$ cat src/rtl/morse_decoder.sv
// Morse receiver: segments a strobed tone/no-tone stream into dots and dashes and decodes letters A-H.
// Defining MORSE_TIMEOUT_EN adds an idle-strobe timeout that aborts a stalled letter with Error=1.
module morse_decoder #(
    parameter int MAX_SYMBOLS = 4
`ifdef MORSE_TIMEOUT_EN
    ,
    parameter int TIMEOUT_CYCLES = 400
`endif
) (
    input  logic       ClockIn,
    input  logic       Reset,
    input  logic       Clear,
    input  logic       BitIn,
    input  logic       BitValid,
    output logic [2:0] Letter,
    output logic       LetterValid,
    output logic       Error,
    output logic       Busy
);

    typedef enum logic [1:0] {
        IDLE  = 2'd0,
        MARK  = 2'd1,
        SPACE = 2'd2
    } state_t;

    state_t                 state;
    logic [2:0]             run;
    logic [1:0]             zeros;
    logic [2:0]             count;
    logic [MAX_SYMBOLS-1:0] symbols;
    logic                   err_flag;
    logic [3:0]             match;
    logic                   timeout;

    // Symbol i of the letter lives in bit i: dot=0, dash=1. Result is {hit, code}.
    function automatic logic [3:0] match_letter(input logic [2:0]             n,
                                                input logic [MAX_SYMBOLS-1:0] sym);
        logic [7:0] s;
        s = 8'(sym);
        case ({n, s})
            {3'd2, 8'b0000_0010}: match_letter = 4'b1_000; // A .-
            {3'd4, 8'b0000_0001}: match_letter = 4'b1_001; // B -...
            {3'd4, 8'b0000_0101}: match_letter = 4'b1_010; // C -.-.
            {3'd3, 8'b0000_0001}: match_letter = 4'b1_011; // D -..
            {3'd1, 8'b0000_0000}: match_letter = 4'b1_100; // E .
            {3'd4, 8'b0000_0100}: match_letter = 4'b1_101; // F ..-.
            {3'd3, 8'b0000_0011}: match_letter = 4'b1_110; // G --.
            {3'd4, 8'b0000_0000}: match_letter = 4'b1_111; // H ....
            default:              match_letter = 4'b0_000;
        endcase
    endfunction

    function automatic logic [MAX_SYMBOLS-1:0] append_symbol(input logic [MAX_SYMBOLS-1:0] buffer,
                                                             input logic [2:0]             pos,
                                                             input logic                   dash);
        logic [MAX_SYMBOLS-1:0] bit_mask;
        bit_mask = {{(MAX_SYMBOLS-1){1'b0}}, dash} << pos;
        append_symbol = buffer | bit_mask;
    endfunction

    assign match = match_letter(count, symbols);
    assign Busy  = (state != IDLE);

`ifdef MORSE_TIMEOUT_EN
    localparam int TIMEOUT_W = $clog2(TIMEOUT_CYCLES + 1);

    // Counts clocks since the last strobe, the strobe clock itself being 1.
    logic [TIMEOUT_W-1:0] quiet_cycles;
    logic                 mark_start;
    logic                 gap_done;

    assign mark_start = (state == IDLE) && BitValid && BitIn;
    assign gap_done   = (state == SPACE) && BitValid && !BitIn && (zeros == 2'd2);
    assign timeout    = (state != IDLE) && !BitValid &&
                        (quiet_cycles == TIMEOUT_W'(TIMEOUT_CYCLES - 1));

    always_ff @(posedge ClockIn or negedge Reset) begin
        if (!Reset) begin
            quiet_cycles <= '0;
        end else if (Clear || timeout || gap_done) begin
            quiet_cycles <= '0;
        end else if (state == IDLE) begin
            quiet_cycles <= mark_start ? TIMEOUT_W'(1) : '0;
        end else if (BitValid) begin
            quiet_cycles <= TIMEOUT_W'(1);
        end else begin
            quiet_cycles <= quiet_cycles + 1'b1;
        end
    end
`else
    assign timeout = 1'b0;
`endif

    always_ff @(posedge ClockIn or negedge Reset) begin
        if (!Reset) begin
            state       <= IDLE;
            run         <= 3'd0;
            zeros       <= 2'd0;
            count       <= 3'd0;
            symbols     <= '0;
            err_flag    <= 1'b0;
            Letter      <= 3'b000;
            LetterValid <= 1'b0;
            Error       <= 1'b0;
        end else begin
            LetterValid <= 1'b0;
            if (Clear) begin
                state    <= IDLE;
                run      <= 3'd0;
                zeros    <= 2'd0;
                count    <= 3'd0;
                symbols  <= '0;
                err_flag <= 1'b0;
                Letter   <= 3'b000;
                Error    <= 1'b0;
            end else if (timeout) begin
                state       <= IDLE;
                run         <= 3'd0;
                zeros       <= 2'd0;
                count       <= 3'd0;
                symbols     <= '0;
                err_flag    <= 1'b0;
                Letter      <= 3'b000;
                Error       <= 1'b1;
                LetterValid <= 1'b1;
            end else if (BitValid) begin
                case (state)
                    IDLE: begin
                        if (BitIn) begin
                            state <= MARK;
                            run   <= 3'd1;
                        end
                    end
                    MARK: begin
                        if (BitIn) begin
                            if (run < 3'd4) begin
                                run <= run + 3'd1;
                            end
                        end else begin
                            // Only exact runs of 1 (dot) and 3 (dash) are symbols.
                            if (run == 3'd1 || run == 3'd3) begin
                                if (count >= 3'(MAX_SYMBOLS)) begin
                                    err_flag <= 1'b1;
                                end else begin
                                    symbols <= append_symbol(symbols, count, (run == 3'd3));
                                    count   <= count + 3'd1;
                                end
                            end else begin
                                err_flag <= 1'b1;
                            end
                            state <= SPACE;
                            zeros <= 2'd1;
                        end
                    end
                    SPACE: begin
                        if (BitIn) begin
                            if (zeros == 2'd2) begin
                                err_flag <= 1'b1;
                            end
                            state <= MARK;
                            run   <= 3'd1;
                        end else if (zeros == 2'd2) begin
                            // Third consecutive zero: letter gap, emit next cycle.
                            LetterValid <= 1'b1;
                            if (err_flag || !match[3]) begin
                                Letter <= 3'b000;
                                Error  <= 1'b1;
                            end else begin
                                Letter <= match[2:0];
                                Error  <= 1'b0;
                            end
                            state    <= IDLE;
                            run      <= 3'd0;
                            zeros    <= 2'd0;
                            count    <= 3'd0;
                            symbols  <= '0;
                            err_flag <= 1'b0;
                        end else begin
                            zeros <= zeros + 2'd1;
                        end
                    end
                    default: state <= IDLE;
                endcase
            end
        end
    end

endmodule

$ cat config.mk
export PLATFORM = sky130hd
export DESIGN_NAME = morse_decoder
export DESIGN_NICKNAME = d
export VERILOG_FILES = /design/src/rtl/morse_decoder.sv
export SDC_FILE = /design/constraint.sdc
export NUM_CORES = 1
export LEC_CHECK = 0
export CAP_MARGIN = 5
export CORE_MARGIN = 2
export CORE_UTILIZATION = 40
export DETAILED_ROUTE_END_ITERATION = 12
export MAX_ROUTING_LAYER = met4
export PLACE_DENSITY_LB_ADDON = 0.2
export SLEW_MARGIN = 20
export SYNTH_ARGS = -nofsm -noshare
export SYNTH_HDL_FRONTEND = slang
export SYNTH_SLANG_ARGS = --single-unit
$ cat constraint.sdc
create_clock -name ClockIn -period 2.7 [get_ports ClockIn]
set_input_delay 0.27 -clock ClockIn [delete_from_list [all_inputs] [get_ports ClockIn]]
set_output_delay 0.27 -clock ClockIn [all_outputs]
set_load 0.02 [all_outputs]
# Word level (Yosys, flattened, before mapping)
# Cells that the tools add are included.
[totals]
reg_bits = 20
input_bits = 5
word_cells = 119
[classes]
addsub = 3
order_cmp = 2
eq_ne = 24
shifts = 1
muxes = 63
bitwise = 1
n_reduce_logical = 16
[op_table]
columns = ["cell", "count"]
rows = [
  ["$mux W3", 19],
  ["$pmux W4 S8", 1],
  ["$eq A7 B7 Y1 const B", 4],
  ["$mux W4", 7],
  ["$ne A3 B3 Y1 const B", 8],
  ["$mux W2", 11],
  ["$eq A7 B6 Y1 const B", 3],
  ["$mux W1", 19],
  ["$reduce_and A4 Y1", 3],
  ["$pmux W3 S3", 1],
  ["$ne A4 B4 Y1 const B", 2],
  ["$pmux W4 S2", 1],
  ["$reduce_bool A2 Y1", 4],
  ["$eq A7 B5 Y1 const B", 1],
  ["$reduce_and A7 Y1", 1],
  ["$add A3 B1 Y3 const B", 2],
  ["$pmux W2 S3", 1],
  ["$pmux W3 S2", 1],
  ["$reduce_and A6 Y1", 1],
  ["$reduce_and A5 Y1", 1],
  ["$eq A2 B2 Y1 const B", 2],
  ["$or A4 B4 Y4", 1],
  ["$pmux W2 S2", 1],
  ["$reduce_bool A4 Y1", 1],
  ["13 further kinds", 14],
]

# Longest topological paths before layout
[depth]
depth_word = 10
ltp_mapped = 7
mapped_depth_nobuf = 6

# Worst setup path before layout
# Ideal clock, no wire load.
[synth_path]
path_type = "flip-flop to flip-flop"
from = "reg state[0]"
to = "reg count[0]"
arrival_ps = 1542
t_required_ps = 2575
path_slack_ps = 1032
stages_incl_launch_ff = 6
path_buffers = 0
path_cell_list = "dfrtp_1 inv_1 ha_1 nand2b_1 a221oi_4 mux2_4"
[synth_via]
elab_chain_cells = 4
[synth_lines]
columns = ["element", "line", "text"]
rows = [
  ["start: declaration", "27", "state_t state;"],
  ["start signal: assignment", "97", "state <= IDLE;"],
  ["start signal: assignment", "109", "state <= IDLE;"],
  ["start signal: assignment", "118", "state <= IDLE;"],
  ["$eq A2 B2 Y1 or $eq A2 B1 Y1 (tied branches)", "128", "case (state)"],
  ["$pmux W3 S2", "128", ""],
  ["$mux W3", "127", "end else if (BitValid) begin"],
  ["$mux W3", "108", "if (Clear) begin"],
  ["end signal: assignment", "147", "count <= count + 3'd1;"],
  ["end: declaration", "30", "logic [2:0] count;"],
]
# Several ways; a longest one is shown, not always the timed one. The select of a mux whose other input is x is not followed.
# A chain may end at the register's enable or synchronous reset.

# Final worst setup path
# Same ends and word-level chain as after synthesis.

==> results <==
- The number of max-slew violations in the final report is 0.
- The synthesized design contains 0 enable-type register cells.
- After synthesis, the netlist uses 44 different library cells.
- In this design, the stage delay of the slowest critical-path cell is about 460 ps.
- The signal on the critical path passes through inv_1 -> ha_1 -> nand3b_1 -> a221oi_4 -> mux2_4.
- The beginning of the critical path is state[0].
- For this run, global-route usage on met2 was measured as 0.273.
- The residual antenna-violating net count after detailed routing is 0.
- The final setup slack of the worst path is between 600 and 700 ps.
- STA classifies the critical path endpoint as a flop.
- The run finished with clean final reports.
- After clock tree synthesis, the clock-pin slew on the worst setup and hold paths is around 120 ps.
- The buffer levels on the longest clock path is 2.
- The floorplan step defined a die boundary enclosing about 0.004 mm².
- In the global route stage, overall resource usage came out at 0.166.
- The slew at the pin closest to its max-slew limit is approximately 480 ps.
- The critical path's slowest cell is ha_1.
- The via count of the first global-routing pass is 1073.
- The post-placement cell count is roughly 200.
- The worst hold-check path type is input port to asynchronous set/reset pin.
- The worst-path maximum fanout is 14.
- Gates resized during post-CTS repair numbered 0.
- The first detailed-routing pass took 4 iterations.
- The core footprint is 0.00334 mm².
- The synthesized area divided by synthesized cell count is 9.38 µm².
- At the worst endpoint, the arrival time is 2270 ps.
- During I/O placement, the number of pins put on the boundary was 11.
- Of the post-synthesis cell area, the dominant cell type holds 0.358.
- The total congestion overflow after global routing is 0.
- In this run the cell area of the synthesized design comes to between 0.001 and 0.0015 mm².
- The proportion of register bits with asynchronous set or reset after synthesis is 1.00.
- The tightest slew margin relative to the limit is 0.682.
- The largest net degree at the start of global routing is 21.
- The initial utilization of the core area, before any placement, comes to 0.419.
- The post-layout instance count excluding filler cells is 205.
- The largest total area in the synthesized netlist belongs to dfrtp_1.
- At the end of routability-driven placement, the weighted congestion stood at 0.765.
- Between clock sinks in the finished design, the worst skew comes to ~1.5 ps.
- The combined flip-flop and latch cell area is 500 µm².
- The peak ir drop on the vdd network is between 0.3 and 0.4 mV.
- The sequential area share after synthesis is 0.358.
- Dividing the detail-routed wire length by the instance count gives 14.1 µm.
- The post-placement worst setup slack is between 600 and 700 ps.
- The die outline height is 63.1 µm.
- For this run, the leading register cell type out of synthesis is dfrtp_1.
- The area of the multi-input gates is 822 µm².
- The initial antenna violation count is 0.
- The met3 track demand over resource is 0.0232.
- The violation count after the first detailed-routing iteration is 92.
- The power density normalized to cell area is around 570 mW/mm².
- The clock net in this run drives a total of 20 sinks.
- The startpoint identified for the worst register-to-register timing path is state[0].
- Setup repair after global routing left no endpoint under its margin.
- Dividing the final minimum period by the clock period gives 0.764.
- Synthesis inferred 20 register bits.
- Synthesis handed over a netlist of 149 instances.
- The number of CTS-inserted buffers is 3.
- By area the synthesized netlist is led by dfrtp_1 36%, ha_1 12%, mux2i_1 4.3%.
- In the final layout, the share of cells above drive strength 1 is 0.126.
- TritonCTS built the clock tree.
- The final core utilization is 0.472.
- The tool flagged a number of max-cap violations equal to 0.
- After filler insertion, the fill cell instance count of the layout stands at about 330.
- The critical path in this run is classified as flop to flop.
- In this run the clock root is driven by a clkbuf_4.
- The number of hold violations in the final report came to 0.
- The worst setup path is launched from a flop.
- The setup TNS is 0 ps.
- Once the clock tree was built, the setup fixing pass inserted 0 buffers.
- The achievable clock frequency is 0.485 GHz.
- On the final layout, the worst hold slack is 279 ps.
- The number of warning messages in the yosys log is 0.
- The synthesized net count is 167.
- The wire-length estimate of the detail-placed layout is 2.15 mm.
- The met1 track demand over resource in global routing is 0.208.
- The first global-routing pass estimated 5.07 mm of wire.
- After detailed routing, the number of remaining DRC violations is 0.
- The number of H-tree levels is 1.
- In this run the static leakage power is 0.665 nW.
- The total detailed-routing wirelength is between 2 and 3 mm.
- The clock reaches the later pin of the worst-skew pair after between 300 and 400 ps.
- The via count is 1099.
- The row count is 21.
- At the worst endpoint, the required time is between 2000 and 3000 ps.
- The net count of the finished layout is between 150 and 200.
- Counting I/O delays and the setup requirement, the final critical path takes 2060 ps.
- The count of final setup violators is 0.
- 0 antenna diodes ended up in the layout.
- The number of input and output port buffers inserted is 10.
- From synthesis to final layout, the design area changed by 12.8%.
- Dividing the detail-routed via count by the number of cells gives 5.36.
- The chip width is 63.1 µm.
- The quantity of hold-fixing buffers added after cts is 0.
- The global routing stage identified its most utilized layer as met2.
==> flip-flops by register name, indices dropped and copies added, names as in the netlist <==
signal and cells:
Error 1, Letter 3, LetterValid 1, count 3
err_flag 1, run 3, state 2, symbols 4
zeros 2
==> metrics by stage <==
stage | cell area, µm² | total power, mW
global placement | 1540 | 0.719
floorplan | 1400 | 0.640
global route | 1580 | 0.973
detailed placement | 1540 | 0.728
finish | 1580 | 0.902
CTS | 1580 | 0.913
==> cell usage after synthesis (all sizes together), types with 2 or more instances <==
cell    number
nor2b        4
mux2         3
nand2       10
buf          5
dfrtp       20
nand3b       3
o21ai       10
nor2        13
nor3        10
ha          13
a31oi        3
or3          2
mux2i        6
a41oi        4
a21oi        7
nand2b       3
nand3        4
inv         11
==> power by group <==
part	internal [mW]	leakage [nW]	switching [mW]
Clock	0.0824	0.0210	0.100
Sequential	0.324	0.276	0.0280
Combinational	0.149	0.368	0.218
Total	0.555	0.665	0.347
==> path summary, 6_finish.rpt <==
kind | end | slack (ps) | cells after the start
worst min-delay path | symbols[2] | 280 | 2
worst max-delay path | count[0] | 640 | 5
worst max register to register | count[0] | 640 | 5
worst min register to register | Letter[1] | 530 | 2
min in group ClockIn | Letter[1] | 530 | 2
max in group asynchronous | err_flag | 2210 | 2
==> critical path: cells and delay by family (launching register included) <==
kind            cells  cell delay [ps]
simple gates        1              250
mux                 1              330
flops               1              450
compound gates      1              370
fa+ha+maj           1              460
buf+inv             1              100
==> cells in the final DEF (no fill, tap or decap), types with 2 or more instances in the layout <==
cell             count
nand2b_1             3
o21ai_0              4
nand2_1             10
nand3b_1             3
nor2b_1              2
ha_1                13
a21oi_1              6
or3_1                2
o21ai_2              3
clkdlybuf4s50_1     10
nor2b_2              2
clkbuf_4             3
inv_1               10
nor2_1              13
mux2i_1              6
mux2_4               3
dfrtp_1             20
o21ai_1              3
nand3_1              3
nor3_1              10
a41oi_1              4
a31oi_1              3
buf_4                2
==> kinds of logic after synthesis <==
family / synth area share
AND/OR/NAND/NOR: 0.211
adder cells (fa/ha/maj): 0.116
buffers and inverters: 0.0537
AO/OA/AOI/OAI: 0.185
flip-flops: 0.358
multiplexers: 0.0752
==> per-layer routing <==
| layer | wire, µm | part of all wire | up-vias |
|---|---|---|---|
| li1 | - | - | 551 |
| met1 | 1340 | 0.46 | 533 |
| met2 | 1470 | 0.51 | 10 |
| met3 | 47 | 0.016 | 5 |
| met4 | 42 | 0.015 | 0 |
| met5 | 0 | 0 | - |
==> area by class of cell <==
| type | instances | share of cell area |
|---|---|---|
| inverter | 12 | 0.0286 |
| clock buffer | 4 | 0.0230 |
| tap | 46 | 0.0365 |
| sequential | 20 | 0.317 |
| multi-input combinational | 111 | 0.521 |
| timing repair buffer | 12 | 0.0730 |
Note: power is estimated with default switching activity, not from simulation.
